[config.mk]
export PLATFORM = sky130hd
export DESIGN_NAME = ctrl_pipe_flat
export DESIGN_NICKNAME = d
export VERILOG_FILES = /design/src/rtl/ctrl_pipe_pkg.sv /design/src/rtl/ctrl_pipe_if.sv /design/src/rtl/ctrl_decode.sv /design/src/rtl/ctrl_pipe.sv /design/src/flat_wrapper.sv
export SDC_FILE = /design/constraint.sdc
export NUM_CORES = 1
export LEC_CHECK = 0
export BUFFER_PORTS_ARGS = -buffer_cell sky130_fd_sc_hd__buf_4
export CAP_MARGIN = 20
export CORE_MARGIN = 2
export CORE_UTILIZATION = 35
export DETAILED_ROUTE_END_ITERATION = 16
export PLACE_DENSITY_LB_ADDON = 0.12
export SYNTH_ARGS = -nofsm -noshare
export SYNTH_HDL_FRONTEND = slang
export SYNTH_SLANG_ARGS = --single-unit
[constraint.sdc]
create_clock -name clk -period 2 [get_ports clk]
set_clock_uncertainty 0.15 [all_clocks]
set_input_delay 0.2 -clock clk [delete_from_list [all_inputs] [get_ports clk]]
set_output_delay 0.2 -clock clk [all_outputs]
set_load 0.005 [all_outputs]
[src/rtl/ctrl_pipe_pkg.sv]
// Shared opcode map, writeback select encodings and per-stage control bundles
// for the pipelined controller.
package ctrl_pipe_pkg;

    localparam int unsigned OPCODE_W = 4;

    localparam logic [3:0] ADD    = 4'h0;
    localparam logic [3:0] SUB    = 4'h1;
    localparam logic [3:0] XOR    = 4'h2;
    localparam logic [3:0] RED    = 4'h3;
    localparam logic [3:0] SLL    = 4'h4;
    localparam logic [3:0] SRA    = 4'h5;
    localparam logic [3:0] ROR    = 4'h6;
    localparam logic [3:0] PADDSB = 4'h7;
    localparam logic [3:0] LW     = 4'h8;
    localparam logic [3:0] SW     = 4'h9;
    localparam logic [3:0] LLB    = 4'hA;
    localparam logic [3:0] LHB    = 4'hB;
    localparam logic [3:0] B      = 4'hC;
    localparam logic [3:0] BR     = 4'hD;
    localparam logic [3:0] PCS    = 4'hE;
    localparam logic [3:0] HLT    = 4'hF;

    localparam logic [1:0] DST_ALU  = 2'b00;
    localparam logic [1:0] DST_MEM  = 2'b01;
    localparam logic [1:0] DST_BYTE = 2'b10;
    localparam logic [1:0] DST_PC   = 2'b11;

    // Nested so each stage register carries only the fields its successors consume.
    typedef struct packed {
        logic       writeReg;
        logic       loadByte;
        logic [1:0] dstSel;
        logic       isHlt;
    } wbCtrl_t;

    typedef struct packed {
        logic    memEn;
        logic    memWr;
        wbCtrl_t wb;
    } memCtrl_t;

    typedef struct packed {
        logic     aluImm;
        memCtrl_t mem;
    } exCtrl_t;

    typedef struct packed {
        logic    usesRs;
        logic    usesRt;
        exCtrl_t ex;
    } ctrl_t;

endpackage

[src/rtl/ctrl_pipe_if.sv]
// Instruction-side and datapath-side signals of the pipelined controller.
interface ctrl_pipe_if #(
    parameter int unsigned OPW  = 4,
    parameter int unsigned RW   = 4,
    parameter int unsigned CNTW = 16
);
    logic            id_valid;
    logic [OPW-1:0]  id_opcode;
    logic [RW-1:0]   id_rs;
    logic [RW-1:0]   id_rt;
    logic [RW-1:0]   id_rd;
    logic            flush_id;
    logic            mem_ready;

    logic            ex_alu_imm;
    logic [OPW-1:0]  ex_op;
    logic            mem_en;
    logic            mem_wr;
    logic            wb_write_reg;
    logic [1:0]      wb_dst_sel;
    logic            wb_load_byte;
    logic [RW-1:0]   wb_rd;
    logic            stall_fetch;
    logic            bubble;
    logic            halted;
    logic [CNTW-1:0] stall_count;

    modport master (
        output id_valid, id_opcode, id_rs, id_rt, id_rd, flush_id, mem_ready,
        input  ex_alu_imm, ex_op, mem_en, mem_wr, wb_write_reg, wb_dst_sel,
               wb_load_byte, wb_rd, stall_fetch, bubble, halted, stall_count
    );

    modport slave (
        input  id_valid, id_opcode, id_rs, id_rt, id_rd, flush_id, mem_ready,
        output ex_alu_imm, ex_op, mem_en, mem_wr, wb_write_reg, wb_dst_sel,
               wb_load_byte, wb_rd, stall_fetch, bubble, halted, stall_count
    );
endinterface

[src/rtl/ctrl_decode.sv]
// Combinational opcode-to-control-bundle table; shared with the trace monitor.
module ctrl_decode
    import ctrl_pipe_pkg::*;
(
    input  logic [OPCODE_W-1:0] opcode,
    output ctrl_t               ctrl
);

    always_comb begin
        ctrl = '0;
        ctrl.usesRs             = (opcode <= SW) || (opcode == BR);
        ctrl.usesRt             = (opcode <= RED) || (opcode == PADDSB) || (opcode == SW);
        ctrl.ex.aluImm          = opcode inside {SLL, SRA, ROR};
        ctrl.ex.mem.memEn       = (opcode == LW) || (opcode == SW);
        ctrl.ex.mem.memWr       = (opcode == SW);
        ctrl.ex.mem.wb.writeReg = (opcode <= LW) || opcode inside {LLB, LHB, PCS};
        ctrl.ex.mem.wb.loadByte = opcode inside {LLB, LHB};
        ctrl.ex.mem.wb.isHlt    = (opcode == HLT);
        case (opcode)
            LW:       ctrl.ex.mem.wb.dstSel = DST_MEM;
            LLB, LHB: ctrl.ex.mem.wb.dstSel = DST_BYTE;
            PCS:      ctrl.ex.mem.wb.dstSel = DST_PC;
            default:  ctrl.ex.mem.wb.dstSel = DST_ALU;
        endcase
    end

endmodule

[src/rtl/ctrl_pipe.sv]
// Pipelined controller: ID decode, registered EX/MEM/WB control, load-use bubbles,
// branch flush, memory-ready stalls, HLT drain and a saturating stall counter.
module ctrl_pipe
    import ctrl_pipe_pkg::*;
#(
    parameter int unsigned OPW  = OPCODE_W,
    parameter int unsigned RW   = 4,
    parameter int unsigned CNTW = 16
) (
    input  logic       clk,
    input  logic       rst,
    ctrl_pipe_if.slave bus
);

    ctrl_t idCtrl;

    ctrl_decode uDecode (
        .opcode (bus.id_opcode),
        .ctrl   (idCtrl)
    );

    logic            exValidQ;
    logic [OPW-1:0]  exOpQ;
    logic [RW-1:0]   exRdQ;
    exCtrl_t         exCtrlQ;
    logic            memValidQ;
    logic [RW-1:0]   memRdQ;
    memCtrl_t        memCtrlQ;
    logic            wbValidQ;
    logic [RW-1:0]   wbRdQ;
    wbCtrl_t         wbCtrlQ;
    logic            haltPendingQ;
    logic            haltedQ;
    logic [CNTW-1:0] stallCountQ;

    logic memStall;
    logic loadUse;
    logic issue;
    logic stallFetch;
    logic haltNow;

    always_comb begin
        memStall = memValidQ && memCtrlQ.memEn && !bus.mem_ready;
        // Register 0 is hardwired, so a load into it never creates a dependency.
        loadUse  = exValidQ && (exOpQ == OPW'(LW)) && bus.id_valid && !haltPendingQ
                && (exRdQ != '0)
                && ((idCtrl.usesRs && (bus.id_rs == exRdQ))
                 || (idCtrl.usesRt && (bus.id_rt == exRdQ)));
        issue      = bus.id_valid && !bus.flush_id && !loadUse && !haltPendingQ;
        stallFetch = memStall || haltPendingQ || (loadUse && !bus.flush_id);
        haltNow    = haltedQ || (wbValidQ && wbCtrlQ.isHlt);
    end

    always_ff @(posedge clk) begin
        if (rst) begin
            exValidQ     <= 1'b0;
            exOpQ        <= '0;
            exRdQ        <= '0;
            exCtrlQ      <= '0;
            memValidQ    <= 1'b0;
            memRdQ       <= '0;
            memCtrlQ     <= '0;
            wbValidQ     <= 1'b0;
            wbRdQ        <= '0;
            wbCtrlQ      <= '0;
            haltPendingQ <= 1'b0;
            haltedQ      <= 1'b0;
            stallCountQ  <= '0;
        end else begin
            if (!memStall) begin
                exValidQ     <= issue;
                exOpQ        <= bus.id_opcode;
                exRdQ        <= bus.id_rd;
                exCtrlQ      <= idCtrl.ex;
                memValidQ    <= exValidQ;
                memRdQ       <= exRdQ;
                memCtrlQ     <= exCtrlQ.mem;
                wbValidQ     <= memValidQ;
                wbRdQ        <= memRdQ;
                wbCtrlQ      <= memCtrlQ.wb;
                haltPendingQ <= haltPendingQ || (issue && idCtrl.ex.mem.wb.isHlt);
            end
            haltedQ <= haltNow;
            if (stallFetch && !haltNow && (stallCountQ != '1)) begin
                stallCountQ <= stallCountQ + CNTW'(1);
            end
        end
    end

    always_comb begin
        bus.ex_alu_imm   = exValidQ && exCtrlQ.aluImm;
        bus.ex_op        = exValidQ ? exOpQ : '0;
        bus.mem_en       = memValidQ && memCtrlQ.memEn;
        bus.mem_wr       = memValidQ && memCtrlQ.memWr;
        bus.wb_write_reg = wbValidQ && wbCtrlQ.writeReg;
        bus.wb_dst_sel   = wbValidQ ? wbCtrlQ.dstSel : 2'b00;
        bus.wb_load_byte = wbValidQ && wbCtrlQ.loadByte;
        bus.wb_rd        = wbValidQ ? wbRdQ : '0;
        bus.stall_fetch  = stallFetch;
        bus.bubble       = !memStall && (bus.flush_id || loadUse);
        bus.halted       = haltNow;
        bus.stall_count  = stallCountQ;
    end

endmodule

[src/flat_wrapper.sv]
// flat-port wrapper written by rule: the top's interface ports become plain ports
module ctrl_pipe_flat import ctrl_pipe_pkg::*;
#(
    parameter int unsigned OPW  = OPCODE_W,
    parameter int unsigned RW   = 4,
    parameter int unsigned CNTW = 16
)
  (clk, rst, bus_id_valid, bus_id_opcode, bus_id_rs, bus_id_rt, bus_id_rd, bus_flush_id, bus_mem_ready, bus_ex_alu_imm, bus_ex_op, bus_mem_en, bus_mem_wr, bus_wb_write_reg, bus_wb_dst_sel, bus_wb_load_byte, bus_wb_rd, bus_stall_fetch, bus_bubble, bus_halted, bus_stall_count);
  ctrl_pipe_if #(.OPW(OPW), .RW(RW), .CNTW(CNTW)) bus_i ();
  input  logic clk;
  input  logic rst;
  input wire logic [$bits(bus_i.id_valid)-1:0] bus_id_valid;
  input wire logic [$bits(bus_i.id_opcode)-1:0] bus_id_opcode;
  input wire logic [$bits(bus_i.id_rs)-1:0] bus_id_rs;
  input wire logic [$bits(bus_i.id_rt)-1:0] bus_id_rt;
  input wire logic [$bits(bus_i.id_rd)-1:0] bus_id_rd;
  input wire logic [$bits(bus_i.flush_id)-1:0] bus_flush_id;
  input wire logic [$bits(bus_i.mem_ready)-1:0] bus_mem_ready;
  output wire logic [$bits(bus_i.ex_alu_imm)-1:0] bus_ex_alu_imm;
  output wire logic [$bits(bus_i.ex_op)-1:0] bus_ex_op;
  output wire logic [$bits(bus_i.mem_en)-1:0] bus_mem_en;
  output wire logic [$bits(bus_i.mem_wr)-1:0] bus_mem_wr;
  output wire logic [$bits(bus_i.wb_write_reg)-1:0] bus_wb_write_reg;
  output wire logic [$bits(bus_i.wb_dst_sel)-1:0] bus_wb_dst_sel;
  output wire logic [$bits(bus_i.wb_load_byte)-1:0] bus_wb_load_byte;
  output wire logic [$bits(bus_i.wb_rd)-1:0] bus_wb_rd;
  output wire logic [$bits(bus_i.stall_fetch)-1:0] bus_stall_fetch;
  output wire logic [$bits(bus_i.bubble)-1:0] bus_bubble;
  output wire logic [$bits(bus_i.halted)-1:0] bus_halted;
  output wire logic [$bits(bus_i.stall_count)-1:0] bus_stall_count;
  assign bus_i.id_valid = bus_id_valid;
  assign bus_i.id_opcode = bus_id_opcode;
  assign bus_i.id_rs = bus_id_rs;
  assign bus_i.id_rt = bus_id_rt;
  assign bus_i.id_rd = bus_id_rd;
  assign bus_i.flush_id = bus_flush_id;
  assign bus_i.mem_ready = bus_mem_ready;
  assign bus_ex_alu_imm = bus_i.ex_alu_imm;
  assign bus_ex_op = bus_i.ex_op;
  assign bus_mem_en = bus_i.mem_en;
  assign bus_mem_wr = bus_i.mem_wr;
  assign bus_wb_write_reg = bus_i.wb_write_reg;
  assign bus_wb_dst_sel = bus_i.wb_dst_sel;
  assign bus_wb_load_byte = bus_i.wb_load_byte;
  assign bus_wb_rd = bus_i.wb_rd;
  assign bus_stall_fetch = bus_i.stall_fetch;
  assign bus_bubble = bus_i.bubble;
  assign bus_halted = bus_i.halted;
  assign bus_stall_count = bus_i.stall_count;
  ctrl_pipe #(.OPW(OPW), .RW(RW), .CNTW(CNTW)) u_core (.clk(clk), .rst(rst), .bus(bus_i));
endmodule
---- Yosys cells after proc, flatten, opt, wreduce, memory -nomap -nowiden ----
Index checks and enable logic that the tools add are counted.
storage, ports and cells
  input bits .............................. 21
  output and inout bits ................... 34
  bits in registers ....................... 57
  word-level logic and storage cells ...... 94
operators by class
  equality and inequality tests ........... 15
  multiplexer cells ....................... 4
  magnitude comparators ................... 3
  add/subtract/negate cells ............... 1
  reduce and logical (&&, ||, !) cells .... 44
operators with widths
  kind                                                                   count
  4-bit == test, second input constant                                   8
  1-bit logical AND                                                      22
  16-bit by 1-bit adder with 16-bit output, second input constant        1
  4-bit by 3-bit == test with 1-bit output, second input constant        4
  16-bit != test, second input constant                                  1
  1-bit logical OR                                                       11
  4-bit == test                                                          2
  4-bit <= comparator, second input constant                             2
  4-bit 2-to-1 mux                                                       2
  1-bit zero test                                                        6
  2-bit case mux with 3 select lines                                     1
  3-bit nonzero test                                                     2
  4-bit by 2-bit <= comparator with 1-bit output, second input constant  1
  4-bit nonzero test                                                     1
  2-bit 2-to-1 mux                                                       1
  2-bit nonzero test                                                     1
  2-bit OR reduction                                                     1

---- Depth between registers and ports, before layout ----
  depth in word-level cells ............... 11
  mapped depth ............................ 9

---- Modules after synthesis ----
From an unflattened synthesis, not the netlist that was laid out.
unflattened totals
  cell total of the unflattened synthesis .. 352
  area total of the unflattened synthesis .. 2796.4 um2
modules (own cells, without submodules)
  module       seq. area each (um2)  instances  area each (um2)  cells an instance
  ctrl_pipe    1141.1                1          2682.6           330
  ctrl_decode  0.0                   1          113.9            22

---- Least setup slack after synthesis ----
OpenSTA, ideal clock, no wires.
  kind .................................... register -> register
  start point ............................. register u_core.stallCountQ[0], in the netlist u_core.bus.stall_count[0]
  end point ............................... register u_core.stallCountQ[1], in the netlist u_core.bus.stall_count[1]
  path buffers ............................ 2
  setup time .............................. 0.128 ns
  arrival ................................. 1.789 ns
  cell stages (with the launch flop) ...... 10
  path slack .............................. -0.067 ns
  required time ........................... 1.722 ns
  path through ............................ dfxtp_1 ha_1 nand2_1 nor3_1 a21oi_1 a31oi_2 buf_4 buf_4 mux2i_1 nor2_1
on the way
  cells in the longest elaborated chain, start to end .. 2
RTL lines
  what                                                                                              line             source
  start, declared                                                                                   ctrl_pipe.sv:34  logic [CNTW-1:0] stallCountQ;
  start signal, assigned                                                                            ctrl_pipe.sv:85  stallCountQ <= stallCountQ + CNTW'(1);
  parallel branches: the longest is 2 deep, another holds 16-bit by 1-bit adder with 16-bit output  --
Parallel ways; which one is timed is not known.
A chain may end at the register's enable or synchronous reset.

---- Worst setup path in the final report ----
  start point ............................. register u_core.exRdQ[0]
  end point ............................... output port bus_bubble
on the way
  cells in the longest elaborated chain, start to end .. 6
RTL lines
  what                                         line                              source
  start, declared                              ctrl_pipe.sv:24                   logic [RW-1:0] exRdQ;
  start signal, assigned                       ctrl_pipe.sv:73                   exRdQ <= bus.id_rd;
  4-bit == test, on equally long branches      ctrl_pipe.sv:47, ctrl_pipe.sv:48
  1-bit logical AND, on equally long branches  ctrl_pipe.sv:47, ctrl_pipe.sv:48
  1-bit logical OR                             ctrl_pipe.sv:48                   || (idCtrl.usesRt && (bus.id_rt == exRdQ)));
  1-bit logical AND (*)                        ctrl_pipe.sv:47                   && ((idCtrl.usesRs && (bus.id_rs == exRdQ))
  1-bit logical OR (*)                         ctrl_pipe.sv:100                  bus.bubble = !memStall && (bus.flush_id || loadUse);
  1-bit logical AND (*)                        ctrl_pipe.sv:100
  end, declared                                flat_wrapper.sv:28                output wire logic [$bits(bus_i.bubble)-1:0] bus_bubble;
Mark *: on every way between the ends. The rest lies on a longest branch, timed or not.

==> flow_summary.toml <==
[power_and_ir_drop]
internal_power_mw = 1.86
p_switching_mw = 0.553
pwr-share-seq_pct = 48.8
comb_power_share_pct = 7.3
p_per_area_nw_per_um2 = 672
clockPowerShare_pct = 43.8
cellLeakagePower_nw = 1.50
p_sw_share_pct = 22.9
ir_worst_vdd_mv = 0.388

[cts]
cts_buffer_depth = 2
cts.htree.levels = 3
root_buffer = "clkbuf_8"
clock_sinks = 57
cts_tree = "yes"
path_clk_slew_ns = 0.07
cts_buffers = 9
insertion_delay_ns = 0.34

[placement]
dpl.cell_count = 489
port_buffers = 54
place_congestion = 0.796
dp_hpwl_um = 4610

[final_layout]
final_common_cell = "buf_4"
final_nets = 429
mostFrequentLayoutCells = "buf_4 (93), nand2_1 (72), dfxtp_1 (51)"
n_antenna_cell = 0
drive_gt1_share_pct = 31.8
layout.cells.non_filler = 511
area_delta_synth_final_pct = 41.6

[synth]
ys_async_sr_fraction_pct = 0
yosys.area_share.xor_xnor_pct = 3.45
synth-adder-area-share_pct = 0.888
synth_cell_types = 43
ys.flop_type = "dfxtp_1"
synth_top_family_by_area = "simple AND/OR/NAND/NOR gates"
synth.area.mux_share_pct = 0.395
synthTopCellsByArea = "dfxtp_1 (45%), nand2_1 (11%), a21oi_1 (9.7%), and2_1 (3.9%), xor2_1 (3.1%)"
synth-seq-area-share_pct = 45.0
synth_simple_gate_area_share_pct = 29.0
yosysWarnings = 0
netlist.area_leader.share_pct = 45.0
synth-edff-count = 0
ys_seq_elements = 57
synth_compound_area_share_pct = 16.8
postSynthCellCount = 318
synth_top_area_cell = "dfxtp_1"
syn_area_per_cell_um2 = 7.98
synthesis.nets = 340
syn-cell-area_um2 = 2540

[route]
drt_iter0_markers = 59
drtAntennaViolNets = 0
via_per_inst = 4.81
dr.pass1.iters = 4
wl_per_cell_um = 13.0
drc = 0
drt-total-wl_um = 6620
dr_total_vias = 2459

[worst_setup_path]
end_kind = "primary output"
crit_fanout = 5
critPathMaxStageDelay_ns = 0.50
worst_path_max_delay_cell = "or4_4"
required_ns = 1.65
worst-setup-path-type = "reg2out"
worstPathArrival_ns = 1.77
path_cells = "or4_4, nand4_1, inv_1, a21oi_2, nor2_1, buf_4"
setup.worst_path.start_class = "register"

[global_routing]
grt_antenna_before_repair = 0
grt_max_degree = 60
grt_overflow = 0
grt_pass1_wl_um = 10500
grt_pass1_vias = 2231
grt_use_total_pct = 17.5

[status]
violations = "negative setup slack"
status = "finished with violations"

[sta]
period_share_pct = 106
max_freq_ghz = 0.472
slew_headroom_pct = 58.3
setup_viol = 17
fin_setup_tns_ns = -0.673
hold_ws_ns = 0.0467
fin_ws_ns = -0.117
worst_slew_pin_slew_ns = 0.625
rsz0062_at_grt = "true"
slew_viol_final = 0
fin_crit_ns = 2.12
hold_viol = 0

[floorplan]
ios = 55
initial_utilization_pct = 35.5
die_area_um2 = 7940
chipWidth_um = 89.1
rows = 31
die_y_um = 89.1
fp.coreArea_um2 = 7140

[run]
cap_violations = 0

[hold_path]
hp-class = "in2reg"
==> cell type report <==
| type | instances | area [um2] |
|---|---|---|
| fill | 770 | 3550 |
| inverter | 3 | 11.3 |
| multi-input combinational | 237 | 1350 |
| tap | 99 | 124 |
| clock inverter | 3 | 40.0 |
| timing repair buffer | 99 | 768 |
| clock buffer | 13 | 149 |
| sequential | 57 | 1150 |
==> path summary, 6_finish.rpt <==
| check | startpoint | to | slack [ns] | depth (start not counted) |
|---|---|---|---|---|
| worst max-delay path | u_core.exRdQ[0]$_SDFFE_PP0N_ | bus_bubble | -0.12 | 6 |
| worst min-delay path | bus_id_valid | u_core.exValidQ$_SDFFE_PP0N_ | 0.05 | 3 |
| worst min register to register | u_core.wbCtrlQ[4]$_SDFFE_PP0N_ | u_core.wbCtrlQ[4]$_SDFFE_PP0N_ | 0.30 | 2 |
| worst max register to register | u_core.exRdQ[2]$_SDFFE_PP0N_ | u_core.bus.stall_count[6]$_SDFFE_PP0P_ | -0.07 | 7 |
==> cells by family after synthesis <==
| family | after synthesis |
|---|---|
| xor gates and xnor gates | 10 |
| buffers and inverters | 24 |
| AOI/OAI and AO/OA | 75 |
| DFF | 57 |
| and+or+nand+nor | 149 |
| muxes | 1 |
| adders and majority gates | 2 |
==> per-layer routing <==
layer  up-vias  share of wire [%]  GRT usage, %
li1       1270                  -             -
met1      1124                 47          21.7
met2        52                 47          28.4
met3        13                3.9          4.25
met4         0                2.4          8.82
met5         -                  0             0
==> through the flow <==
step | util (%) | total power [mW] | cell area [um2] | setup slack, ns
floorplan | - | 1.28 | 2550 | -0.00896
global placement | 45.9 | 1.37 | 3280 | -0.132
detailed placement | 45.9 | 1.37 | 3280 | -0.170
CTS | 49.6 | 2.44 | 3540 | -0.0981
global route | 50.3 | 2.52 | 3590 | -0.187
finish | 50.3 | 2.41 | 3590 | -0.117
==> flip-flops by register name, summed over array words and instances (netlist names), 4 cells and up <==
name,count
u_core.memRdQ,4
u_core.exOpQ,4
u_core.exCtrlQ,8
u_core.wbCtrlQ,5
u_core.bus.stall_count,16
u_core.exRdQ,4
u_core.wbRdQ,4
u_core.memCtrlQ,7
==> synthesized netlist by cell type (all sizes together), types with 3 or more instances <==
cell    number
nor4         3
o21ai       13
nand3        7
inv          3
a21oi       49
nand4        4
xor2         9
nor2        13
or4          4
clkbuf      14
buf          7
o31ai        4
dfxtp       57
nand2       73
and3         4
or3         12
and2        16
==> what timing repair did <==
| item | CTS | global route |
|---|---|---|
| pin swaps | 4 | 2 |
| hold buffers | 5 | 0 |
| gates resized for setup | 9 | 11 |
| setup endpoints to repair | 17 | 18 |
| endpoints found under the hold margin | 5 | 0 |
| buffers inserted | 0 | 1 |
==> power by group through the flow <==
stage	registers (mW)	logic, mW	clock network, mW
after detailed placement	1.20	0.165	0
after CTS	1.18	0.175	1.08
final	1.18	0.177	1.06
after global routing	1.18	0.196	1.14
after global placement	1.20	0.164	0
after floorplan	1.20	0.0824	0
==> critical path, delay by kind of cell, from the launching register on <==
kind            cells  cell delay (ns)
simple gates        3             0.69
flops               1             0.36
buf+inv             2             0.23
compound gates      1             0.14
Power figures use the tool's default switching activity.
